===== src/rtl/n64_pi_read_sequencer.sv =====
// N64 PI cart-side read sequencer: syncs ALE/READ strobes, latches the bus address, serves prefetched ROM words.
// Optional N64_PI_RANGE_CHECK_EN: addresses outside the ROM window read as 0000 without fetching.
module n64_pi_read_sequencer #(
  parameter int unsigned SYNC_STAGES   = 2,
  parameter logic [31:0] ROM_BASE      = 32'h1000_0000,
  parameter int unsigned ROM_SIZE_LOG2 = 24
) (
  input  logic        clock,
  input  logic        reset,
  input  logic [15:0] n64_ad_i,
  input  logic        n64_ale_h,
  input  logic        n64_ale_l,
  input  logic        n64_read_n,
  output logic [15:0] n64_ad_o,
  output logic        n64_ad_oe,
  output logic [31:0] rom_addr,
  output logic        rom_req,
  input  logic        rom_ack,
  input  logic [15:0] rom_data,
  output logic        late_read
);
  localparam int unsigned LAST = SYNC_STAGES - 1;

  typedef enum logic [2:0] {IDLE, ADDR, FETCH, READY, DRIVE, HOLD} state_t;

  if (SYNC_STAGES < 2 || ROM_SIZE_LOG2 > 32 || ROM_BASE[0] != 1'b0) begin : g_bad_cfg
    $error("n64_pi_read_sequencer: invalid parameter set");
  end

`ifdef N64_PI_RANGE_CHECK_EN
  localparam logic [32:0] WIN = 33'(1) << ROM_SIZE_LOG2;

  function automatic logic in_window(input logic [31:0] a);
    logic [31:0] off;
    off = a - ROM_BASE;
    return ({1'b0, off} < WIN);
  endfunction
`endif

  logic [LAST:0] ale_h_s, ale_l_s, read_n_s;
  logic [15:0]   ad_pipe [SYNC_STAGES];
  logic          ale_h_d, ale_l_d, read_n_d;
  logic          ev_h_rise, ev_h_fall, ev_l_fall, ev_r_fall, ev_r_rise;
  logic [15:0]   ad_ev;

  // Synchronisers, AD pipeline of equal depth, and registered edge events with the aligned AD word
  always_ff @(posedge clock or negedge reset) begin
    if (!reset) begin
      ale_h_s   <= '0;
      ale_l_s   <= '0;
      read_n_s  <= '0;
      ale_h_d   <= 1'b0;
      ale_l_d   <= 1'b0;
      read_n_d  <= 1'b0;
      ev_h_rise <= 1'b0;
      ev_h_fall <= 1'b0;
      ev_l_fall <= 1'b0;
      ev_r_fall <= 1'b0;
      ev_r_rise <= 1'b0;
      ad_ev     <= '0;
      for (int i = 0; i < SYNC_STAGES; i++) ad_pipe[i] <= '0;
    end else begin
      ale_h_s    <= {ale_h_s[LAST-1:0], n64_ale_h};
      ale_l_s    <= {ale_l_s[LAST-1:0], n64_ale_l};
      read_n_s   <= {read_n_s[LAST-1:0], n64_read_n};
      ad_pipe[0] <= n64_ad_i;
      for (int i = 1; i < SYNC_STAGES; i++) ad_pipe[i] <= ad_pipe[i-1];
      ale_h_d   <= ale_h_s[LAST];
      ale_l_d   <= ale_l_s[LAST];
      read_n_d  <= read_n_s[LAST];
      ev_h_rise <= ale_h_s[LAST] & ~ale_h_d;
      ev_h_fall <= ~ale_h_s[LAST] & ale_h_d;
      ev_l_fall <= ~ale_l_s[LAST] & ale_l_d;
      ev_r_fall <= ~read_n_s[LAST] & read_n_d;
      ev_r_rise <= read_n_s[LAST] & ~read_n_d;
      ad_ev     <= ad_pipe[LAST];
    end
  end

  state_t      state, state_nxt;
  logic [31:0] addr, addr_nxt, rom_addr_nxt;
  logic [15:0] data_reg, data_nxt, ad_o_nxt;
  logic        read_pend, pend_nxt, oe_nxt, req_nxt, late_nxt;
  logic        start_fetch;

  always_ff @(posedge clock or negedge reset) begin
    if (!reset) begin
      state     <= IDLE;
      addr      <= '0;
      data_reg  <= '0;
      read_pend <= 1'b0;
      n64_ad_o  <= '0;
      n64_ad_oe <= 1'b0;
      rom_addr  <= '0;
      rom_req   <= 1'b0;
      late_read <= 1'b0;
    end else begin
      state     <= state_nxt;
      addr      <= addr_nxt;
      data_reg  <= data_nxt;
      read_pend <= pend_nxt;
      n64_ad_o  <= ad_o_nxt;
      n64_ad_oe <= oe_nxt;
      rom_addr  <= rom_addr_nxt;
      rom_req   <= req_nxt;
      late_read <= late_nxt;
    end
  end

  // Next-state and next-output logic; ale_h rising pre-empts everything
  always_comb begin
    state_nxt    = state;
    addr_nxt     = addr;
    data_nxt     = data_reg;
    pend_nxt     = read_pend;
    ad_o_nxt     = n64_ad_o;
    oe_nxt       = n64_ad_oe;
    rom_addr_nxt = rom_addr;
    req_nxt      = rom_req;
    late_nxt     = late_read;
    start_fetch  = 1'b0;

    if (ev_h_rise) begin
      state_nxt = ADDR;
      oe_nxt    = 1'b0;
      req_nxt   = 1'b0;
      pend_nxt  = 1'b0;
    end else begin
      case (state)
        IDLE: ;
        ADDR: begin
          if (ev_h_fall) addr_nxt[31:16] = ad_ev;
          if (ev_l_fall) begin
            addr_nxt[15:0] = {ad_ev[15:1], 1'b0};
            start_fetch    = 1'b1;
          end
        end
        FETCH: begin
          if (ev_r_fall) pend_nxt = 1'b1;
          if (rom_ack) begin
            req_nxt  = 1'b0;
            data_nxt = rom_data;
            pend_nxt = 1'b0;
            if (read_pend || ev_r_fall) begin
              ad_o_nxt  = rom_data;
              oe_nxt    = 1'b1;
              late_nxt  = 1'b1;
              state_nxt = DRIVE;
            end else begin
              state_nxt = READY;
            end
          end
        end
        READY: begin
          if (ev_r_fall) begin
            ad_o_nxt  = data_reg;
            oe_nxt    = 1'b1;
            state_nxt = DRIVE;
          end
        end
        DRIVE: begin
          if (ev_r_rise) begin
            oe_nxt      = 1'b0;
            addr_nxt    = addr + 32'd2;
            start_fetch = 1'b1;
          end
        end
        default: state_nxt = IDLE;
      endcase
    end

    if (start_fetch) begin
`ifdef N64_PI_RANGE_CHECK_EN
      if (in_window(addr_nxt)) begin
        rom_addr_nxt = addr_nxt - ROM_BASE;
        req_nxt      = 1'b1;
        state_nxt    = FETCH;
      end else begin
        data_nxt  = '0;
        req_nxt   = 1'b0;
        state_nxt = READY;
      end
`else
      rom_addr_nxt = addr_nxt;
      req_nxt      = 1'b1;
      state_nxt    = FETCH;
`endif
    end
  end

endmodule

===== config.mk =====
export PLATFORM = sky130hd
export DESIGN_NAME = n64_pi_read_sequencer
export DESIGN_NICKNAME = d
export VERILOG_FILES = /design/src/rtl/n64_pi_read_sequencer.sv
export SDC_FILE = /design/constraint.sdc
export NUM_CORES = 1
export LEC_CHECK = 0
export CORE_UTILIZATION = 25
export CTS_CLUSTER_SIZE = 40
export DETAILED_ROUTE_END_ITERATION = 12
export PLACE_DENSITY_LB_ADDON = 0.25
export REMOVE_ABC_BUFFERS = 1
export SETUP_SLACK_MARGIN = 0.4
export SLEW_MARGIN = 25
export SYNTH_ARGS = -nofsm -noshare
export SYNTH_HDL_FRONTEND = slang
export SYNTH_SLANG_ARGS = --single-unit

===== constraint.sdc =====
create_clock -name clock -period 4.77 [get_ports clock]
set_input_delay 1.1925 -clock clock [delete_from_list [all_inputs] [get_ports clock]]
set_output_delay 1.1925 -clock clock [all_outputs]
set_load 0.01 [all_outputs]

Word-level counts from Yosys, hierarchy flattened
Cells that the tools add are included.

Reductions and logical operators: 16. Add/subtract/negate cells: 1. Multiplexer cells: 32. Eq/ne operators: 14. Bitwise operators: 11.

Operators with widths (count): $mux 16 (5); $mux 32 (2); $pmux 32 s2 (1); $add 32x2->32 const B (1); $pmux 16 s2 (1); $mux 1 (15); $mux 3 (5); $ne 3x3->1 const B (4); $reduce_and 5->1 (2); $pmux 3 s3 (1); $reduce_bool 3->1 (3); $ne 4x4->1 const B (2); $eq 3x2->1 const B (2); $ne 2x2->1 const B (3); $not 1->1 (6); $reduce_and 3->1 (2); $and 1x1->1 (5); $reduce_and 2->1 (2); $reduce_and 4->1 (1); $reduce_bool 2->1 (2); $reduce_bool 4->1 (1); $eq 3x1->1 const B (1); $eq 3x3->1 const B (1); $logic_not 3->1 (1); 5 further kinds (5).

Logic and storage cells: 97. Input bits: 38. Output and inout bits: 51. Flip-flop bits (word level): 165.

Longest topological paths before layout
Gate-level depths: netlist of run 1.

Depth in word-level cells: 6. Gate-level depth with buffers: 9. Gate-level depth less buffers: 6.

Worst setup path before layout of run 1
Ideal clock, no wire load.

Path type: input port to flip-flop. Start: input port rom_ack. End: register data_reg[10]. Arrival: 2.096 ns. Path slack: 2.549 ns. Required time: 4.645 ns. Stages: 4. Cells stage by stage: nand2_1 > nor2_2 > buf_2 > mux2_2.

Longest elaborated chain between the ends: 1.

RTL lines: start: declaration (line 18) `input logic rom_ack,`; $reduce_and 3->1 (no source line); end signal: assignment (line 100) `data_reg <= data_nxt;`; end: declaration (line 82) `logic [15:0] data_reg, data_nxt, ad_o_nxt;`.

No other way between the ends. A chain may end at the register's enable or synchronous reset.

Worst setup path in the final report of run 1
Start: register state[0]. End: register rom_addr[13].

Longest elaborated chain between the ends: 3. Elaborated cells between the ends (all ways): 6. Classes of those cells: 2 x eq/ne; 4 x mux.

RTL lines: start: declaration (line 80) `state_t state, state_nxt;`; start signal: assignment (line 98) `state <= state_nxt;`; $eq 3x3->1 or $eq 3x1->1 (tied branches) (line 129) `case (state)`; $pmux 32 s2 or $pmux 1 s2 (tied branches) (line 129); $mux 32 or $mux 1 (tied branches) (line 123) `if (ev_h_rise) begin`; end signal: assignment (line 104) `rom_addr <= rom_addr_nxt;`; end: declaration (line 16) `output logic [31:0] rom_addr,`.

Several ways; a longest one is shown, not always the timed one.

==> flow_summary.yaml, run 1 <==
status:
  status: "finished clean"
power_and_ir_drop:
  power_density_nw_per_um2: 589
  p_leak_nw: 3.64
  vdd_drop_max_uv: 204
cts:
  insertion_delay_ns: 0.43
  clockBufferDepth: 2
  post_cts_buffers: 0
  cts_root_buf: "clkbuf_16"
  clkTransAtPathRegs_ns: 0.07
  cts_hold_buf: 0
  cts_tree: "yes"
  numCtsBuffers: 17
  cts_sinks: 165
  postCtsResizedCells: 0
  htree_levels: 4
cells_and_area:
  drive_gt1_frac: 0.131
  syn_to_final_growth_pct: 27.6
  multi_input_area_um2: 2650
  fin_cells: 1068
  seq_area_um2: 4130
  final.fill_count: 2756
  layout_common_cells: "dfrtp_1, clkdlybuf4s50_1, nor2_1"
  num_antenna_cells: 0
  nets: 722
  largestRegisters: "ad_pipe: 32 flops, addr: 32 flops, rom_addr: 32 flops"
  final_common_cell: "dfrtp_1"
setup_path:
  cp_max_fo: 17
  rr_endpoint: "rom_addr[13]"
  crit_start: "state[0]"
  worstSetupPathType: "flop to flop"
  r2r_start: "state[0]"
  worst-r2r-setup-slack_ns: 1.90
  reg2reg_depth: 5
  required_ns: 5.09
  worstPathArrival_ns: 3.19
  critPathMaxStageDelay_ns: 0.72
  slowest_stage: "dfrtp_1"
  start_kind: "flop"
  worstPathCellList: "nor3b_2 -> a21boi_1 -> or2_0 -> a221o_1 -> o22a_1"
  end_kind: "flop"
synth:
  synth_warnings: 0
  syn_area_per_cell_um2: 11.6
  synth-edff-count: 0
  synth.cell_area_um2: 6930
  ys_ff_latch: 165
  synth_flop_cell: "dfrtp_1"
  netlist_instances: 599
  synth_cell_types: 68
  async_reset_ff_frac: 1.00
  yosysSeqAreaShare: 0.595
routing:
  drc_errors: 0
  post_drt_wl_per_cell_um: 17.1
  routed-via-count: 5118
  ant_nets: 0
  initialDrtViolationCount: 270
  wl_um: 18300
  dr.pass1.iters: 5
  viasPerCell: 4.79
sta:
  finalHoldViolCount: 0
  maxSlewHeadroom: 0.369
  final-setup-viol-count: 0
  fmax_ghz: 0.348
  finClkSkew_ns: 0.00969
  timing.setup.tns_ns: 0
  fin_crit_sh: 0.602
  slew_violations: 0
  timing.final.ws_setup_ns: 1.90
  hold-worst-slack_ns: 0.348
  worstMarginPinSlew_ns: 0.945
  grt_setup_unrepaired: "no"
  period_minus_slack_ns: 2.87
global_routing:
  grt_max_degree: 84
  grt_pass1_vias: 5108
  overflow: 0
  grt_pass1_wl_um: 29600
  grt_usage: 0.135
  antenna_found_initial: 0
floorplanning:
  pin_count: 89
  start_util: 0.256
  dieHeight_um: 169
  fp-row-count: 60
  die_w_um: 169
  core_area_um2: 27100
  dieArea_um2: 28400
min_path:
  hp-start: "ad_pipe[10]"
  hold_path_class: "flop to flop"
  hold_depth: 0
  whs_endpoint: "ad_ev[10]"
run:
  cap_violations: 0
placed_design:
  post-place-ws_ns: 1.63
  place.gp.congestion: 0.819
  dp_hpwl_um: 12600
  io_buffer_count: 88
  dp_cells: 1036
critical path: cells and delay by family, from the launching register on:
| family | cells | cell delay [ns] |
|---|---|---|
| AOI/OAI and AO/OA | 3 | 0.86 |
| and+or+nand+nor | 2 | 1.17 |
| DFF | 1 | 0.72 |
synth_stat cells (3+ instances only):
cell type / instances / area [µm²]
or3_1: 4 / 25.0
nor4_1: 7 / 43.8
nor2b_1: 9 / 56.3
nand3_1: 25 / 125
mux2i_1: 27 / 270
nor2_1: 60 / 225
o21ai_1: 5 / 25.0
nand2b_1: 4 / 25.0
a31oi_1: 23 / 144
a32oi_1: 5 / 43.8
buf_2: 11 / 55.1
mux2_2: 33 / 372
or4_1: 5 / 37.5
o32a_1: 5 / 50.1
o211ai_1: 6 / 45.0
inv_1: 6 / 22.5
nor3_1: 6 / 30.0
buf_4: 3 / 22.5
o21ai_0: 19 / 95.1
nand2_1: 38 / 143
a22oi_1: 3 / 22.5
a21o_1: 3 / 22.5
clkbuf_1: 14 / 52.6
and2_1: 3 / 18.8
and4_1: 6 / 52.6
and3_1: 4 / 25.0
a21oi_1: 36 / 180
a221o_1: 4 / 40.0
dfrtp_1: 165 / 4130
o311ai_0: 5 / 43.8
nand4_1: 10 / 62.6
routing by layer:
| layer | routed length (µm) | GRT usage |
|---|---|---|
| met1 | 8780 | 0.191 |
| met3 | 993 | 0.0360 |
| met4 | 145 | 0.0324 |
| met5 | 0 | 0 |
| met2 | 8390 | 0.206 |
where the power goes:
group          switching [mW]  internal [mW]  total (mW)  leakage, nW
logic                   0.717          0.788        1.51         1.33
registers               0.402           1.81        2.22         2.00
clock network           0.638          0.851        1.49        0.309
area by class of cell:
cell class | instances | area share
clock buffer | 17 | 0.0481
timing repair buffer | 95 | 0.106
inverter | 6 | 0.00255
sequential | 165 | 0.467
tap | 372 | 0.0526
multi-input combinational | 398 | 0.300
clock inverter | 15 | 0.0242
how the worst max path moves through the flow:
stage,cells past startpoint,to,slack [ns]
3_5_place_dp,4,data_reg[11],1.63
5_1_grt,5,rom_addr[13],1.73
2_1_floorplan,4,rom_addr[0],2.00
3_3_place_gp,4,data_reg[0],1.70
4_1_cts,5,rom_addr[13],1.93
6_report,5,rom_addr[13],1.90
logic make-up after synthesis:
group                      Yosys count  synth area share
DFF                                165             0.595
and+or+nand+nor                    203             0.158
adders and majority gates            1           0.00180
AOI/OAI and AO/OA                  131             0.123
xor gates and xnor gates             2           0.00361
muxes                               61            0.0942
buffers and inverters               36            0.0242
stage by stage:
step / cell area [µm²] / total power, mW / utilization
after global routing: 8840 / 5.53 / 0.326
after detailed placement: 8200 / 3.75 / 0.302
final: 8840 / 5.21 / 0.326
after CTS: 8840 / 5.27 / 0.326
after floorplan: 6790 / 2.95 / -
after global placement: 8200 / 3.74 / 0.302
(Power assumes the default switching activity.)
==> run 2: changes to the inputs <==
==> constraint.sdc (replaced) <==
create_clock -name clock -period 2.8 [get_ports clock]
set_input_delay 0.7 -clock clock [delete_from_list [all_inputs] [get_ports clock]]
set_output_delay 0.7 -clock clock [all_outputs]
set_load 0.01 [all_outputs]
==> flow_summary.yaml, run 2 (synthesized netlist as in run 1, its figures left out) <==
sta:
  hold-worst-slack_ns: 0.199
  finalHoldViolCount: 0
  grt_setup_unrepaired: "no"
  finClkSkew_ns: 0.00875
  period_minus_slack_ns: 2.22
  final-setup-viol-count: 0
  slew_violations: 0
  timing.setup.tns_ns: 0
  fmax_ghz: 0.450
  fin_crit_sh: 0.794
  maxSlewHeadroom: 0.549
  worstMarginPinSlew_ns: 0.677
cts:
  clockBufferDepth: 2
  cts_hold_buf: 0
  insertion_delay_ns: 0.42
  htree_levels: 4
  cts_tree: "yes"
  cts_sinks: 165
  numCtsBuffers: 17
  cts_root_buf: "clkbuf_16"
  clkTransAtPathRegs_ns: 0.07
setup_path:
  required_ns: 3.17
  path_delay_family: "compound AO/OA/AOI/OAI gates"
  worstPathArrival_ns: 2.59
  critPathMaxStageDelay_ns: 0.64
  path_buf_inv: 0
  start_kind: "flop"
  cp_max_fo: 14
  worstPathCellList: "or3b_1 -> o32a_1 -> o21ai_0 -> mux2_2"
  slowest_stage: "or3b_1"
  worstSetupPathType: "flop to flop"
  end_kind: "flop"
routing:
  ant_nets: 0
  viasPerCell: 4.66
  wl_um: 18100
  dr.pass1.iters: 5
  drc_errors: 0
  initialDrtViolationCount: 314
  post_drt_wl_per_cell_um: 16.6
  routed-via-count: 5091
power_and_ir_drop:
  fin_total_pwr_mw: 8.74
  p_comb_frac: 0.310
  switching_share: 0.336
  clockPowerShare: 0.261
  seqPwrFrac: 0.430
  p_sw_mw: 2.94
  p_leak_nw: 3.75
  internal_power_mw: 5.80
  vdd_drop_max_uv: 385
  power_density_nw_per_um2: 970
cells_and_area:
  largestRegisters: "ad_pipe: 32 flops, addr: 32 flops, rom_addr: 32 flops"
  final_core_util: 0.333
  nets: 747
  final.fill_count: 2765
  drive_gt1_frac: 0.161
  layout_common_cells: "dfrtp_1, clkdlybuf4s50_1, nor2_1"
  fin_cells: 1092
  syn_to_final_growth_pct: 30.0
  num_antenna_cells: 0
  final_common_cell: "dfrtp_1"
global_routing:
  antenna_found_initial: 0
  grt_max_degree: 64
  grt_pass1_wl_um: 29400
  overflow: 0
  grt_usage: 0.135
  grt_pass1_vias: 5182
floorplanning:
  start_util: 0.256
  core_area_um2: 27100
  fp-row-count: 60
  pin_count: 89
  die_w_um: 169
  dieArea_um2: 28400
  dieHeight_um: 169
min_path:
  hold_path_class: "primary input to asynchronous set/reset pin"
run:
  cap_violations: 0
placed_design:
  dp_cells: 1061
  dp_hpwl_um: 12900
  io_buffer_count: 88
  place.gp.congestion: 0.877
status:
  status: "finished clean"
==> run 2: changes by cell type in the layout (fill, tap and decap cells not counted), sizes merged <==
cell | previous run | this run
buf | 8 | 33
bufinv | 3 | 1
clkbuf | 17 | 18
clkinv | 3 | 4
inv | 14 | 13
==> run 2: stage by stage <==
stage / area [µm²] / worst slack, ns
2_1_floorplan: 6790 / 0.0268
6_report: 9010 / 0.576
3_5_place_dp: 8430 / 0.529
3_3_place_gp: 8430 / 0.555
5_1_grt: 9010 / 0.456
4_1_cts: 9010 / 0.518
==> run 2: worst paths after layout <==
| check | to | cells after the start | slack [ns] | start |
|---|---|---|---|---|
| setup / recovery | rom_addr[3] | 4 | 0.58 | state[2] |
| hold / removal | n64_ad_o[4] | 1 | 0.20 | reset |
| setup reg to reg | rom_addr[3] | 4 | 0.58 | state[2] |
| hold reg to reg | ad_ev[4] | 0 | 0.34 | ad_pipe[4] |
| max in group asynchronous | addr[19] | 2 | 1.89 | reset |
| min in group clock | ad_ev[4] | 0 | 0.34 | ad_pipe[4] |
==> run 2: layer usage <==
metal	track usage	routed length, µm	vias up
met2	0.202	8060	156
li1	-	-	2429
met4	0.0407	289	0
met5	0	0	-
met3	0.0454	1280	20
met1	0.184	8470	2486
==> run 2: what timing repair did <==
action | CTS | global route
resized for setup | 0 | 2
setup buffers | 0 | 0
endpoints found under the setup margin | 0 | 5
==> run 2: final cells by class <==
class / count / area (µm²) / share of cell area
repair buffers: 120 / 1170 / 0.130
clock buffers: 18 / 439 / 0.0487
multi-input cells: 398 / 2650 / 0.294
inverters: 6 / 22.5 / 0.00250
well taps: 372 / 465 / 0.0517
flip-flops and latches: 165 / 4130 / 0.458
clock inverters: 13 / 136 / 0.0151
==> run 2: power groups by stage <==
stage	combinational, mW	sequential [mW]	clock, mW
finish	2.71	3.76	2.28
global route	2.97	3.88	2.46
CTS	2.74	3.76	2.37
detailed placement	2.73	3.79	0
global placement	2.71	3.79	0
floorplan	1.24	3.78	0
==> run 3: changes to the inputs <==
==> constraint.sdc (replaced) <==
create_clock -name clock -period 2.2 [get_ports clock]
set_input_delay 0.55 -clock clock [delete_from_list [all_inputs] [get_ports clock]]
set_output_delay 0.55 -clock clock [all_outputs]
set_load 0.01 [all_outputs]
==> flow_summary.yaml, run 3 (synthesized netlist as in run 1, its figures left out) <==
sta:
  final-setup-viol-count: 0
  grt_setup_unrepaired: "yes"
  fmax_ghz: 0.513
  fin_crit_sh: 0.887
  finalHoldViolCount: 0
  finClkSkew_ns: 0.0126
  worstMarginPinSlew_ns: 0.474
  hold-worst-slack_ns: 0.0406
  slew_violations: 0
  period_minus_slack_ns: 1.95
  maxSlewHeadroom: 0.684
cts:
  numCtsBuffers: 17
  insertion_delay_ns: 0.44
  cts_sinks: 165
  clkTransAtPathRegs_ns: 0.08
  cts_root_buf: "clkbuf_16"
  clockBufferDepth: 2
  htree_levels: 4
  cts_tree: "yes"
  cts_hold_buf: 0
routing:
  dr.pass1.iters: 5
  post_drt_wl_per_cell_um: 18.2
  initialDrtViolationCount: 411
  routed-via-count: 5606
  ant_nets: 0
  drc_errors: 0
  viasPerCell: 4.75
  wl_um: 21500
run:
  cap_violations: 0
cells_and_area:
  final.fill_count: 2649
  multi_input_area_um2: 3210
  seq_area_um2: 4150
  layout_common_cells: "dfrtp_1, buf_4, dlygate4sd2_1"
  drive_gt1_frac: 0.363
  num_antenna_cells: 0
  final_common_cell: "dfrtp_1"
  nets: 834
  syn_to_final_growth_pct: 51.3
  largestRegisters: "ad_pipe: 32 flops, addr: 32 flops, rom_addr: 32 flops"
global_routing:
  grt_max_degree: 55
  overflow: 0
  grt_usage: 0.149
  grt_pass1_wl_um: 32400
  grt_pass1_vias: 5678
  antenna_found_initial: 0
status:
  status: "finished clean"
placed_design:
  dp_hpwl_um: 13400
  place.gp.congestion: 0.830
  io_buffer_count: 88
setup_path:
  end_kind: "flop"
  required_ns: 2.55
  worstPathArrival_ns: 2.30
  worstSetupPathType: "flop to flop"
  cp_max_fo: 7
  start_kind: "flop"
floorplanning:
  start_util: 0.256
  core_area_um2: 27100
  die_w_um: 169
  pin_count: 89
  dieArea_um2: 28400
  dieHeight_um: 169
  fp-row-count: 60
power_and_ir_drop:
  fin_total_pwr_mw: 12.3
  vdd_drop_max_uv: 443
  p_leak_nw: 4.49
  power_density_nw_per_um2: 1170
min_path:
  hold_path_class: "primary input to asynchronous set/reset pin"
run 3: cell types whose count changed in the layout (fill, tap and decap cells not counted), moves of 14 or more:
| cell | delta |
|---|---|
| clkdlybuf4s50_1 | -51 |
| dlygate4sd2_1 | +51 |
| buf_4 | +47 |
| buf_6 | +23 |
| nor2_1 | -18 |
| o21ai_0 | -14 |
run 3: worst paths after layout:
| kind | cells after the start | end | slack, ns | startpoint |
|---|---|---|---|---|
| max in group asynchronous | 2 | addr[21] | 1.44 | reset |
| hold / removal | 1 | n64_ad_o[3] | 0.04 | reset |
| setup reg to reg | 10 | rom_addr[17] | 0.25 | state[1] |
| hold reg to reg | 0 | ad_ev[3] | 0.35 | ad_pipe[3] |
| min in group clock | 0 | ad_ev[3] | 0.35 | ad_pipe[3] |
| setup / recovery | 10 | rom_addr[17] | 0.25 | state[1] |
run 3: where the power goes:
part	leakage [nW]	internal, mW	switching, mW
sequential	1.98	3.95	0.794
combinational	2.23	2.36	2.20
clock	0.280	1.52	1.45
total	4.49	7.84	4.44
run 3: stage by stage:
step	setup slack (ns)	utilization	instances	cell area (µm²)	setup TNS [ns]
3_3_place_gp	0.105	0.318	1084	8620	0
3_5_place_dp	0.0784	0.318	1084	8620	0
2_1_floorplan	-0.573	-	569	6790	-14.77
5_1_grt	0.161	0.387	1180	10500	0
6_report	0.249	0.387	1180	10500	0
4_1_cts	0.252	0.368	1164	9980	0
run 3: critical path, stage by stage (launching register included):
cell      delay [ns]
dfrtp_2         0.48
buf_6           0.15
nor3b_4         0.19
a21boi_2        0.09
buf_4           0.16
nor2_4          0.21
buf_12          0.15
buf_16          0.12
buf_12          0.14
nor2_2          0.04
a31oi_1         0.14
run 3: layout make-up:
cell class / count / area share
Clock inverter: 15 / 0.0147
Inverter: 6 / 0.00215
Multi-Input combinational cell: 398 / 0.306
Timing Repair Buffer: 207 / 0.197
Tap cell: 372 / 0.0444
Clock buffer: 17 / 0.0406
Sequential cell: 165 / 0.395
run 3: repair_timing:
action                                  4_1_cts  5_1_grt
cloned                                        3        5
setup buffers                                45       11
endpoints found under the setup margin      127       89
gates resized for setup                     170       74
pin swaps                                    36       26
run 3: layer usage:
layer | wire length [µm] | global-route usage | vias to the layer above | share of wire
met5 | 0 | 0 | - | 0
met4 | 344 | 0.0518 | 0 | 0.016
met3 | 1250 | 0.0412 | 30 | 0.058
met2 | 10100 | 0.230 | 151 | 0.47
met1 | 9720 | 0.200 | 2816 | 0.45
li1 | - | - | 2609 | -
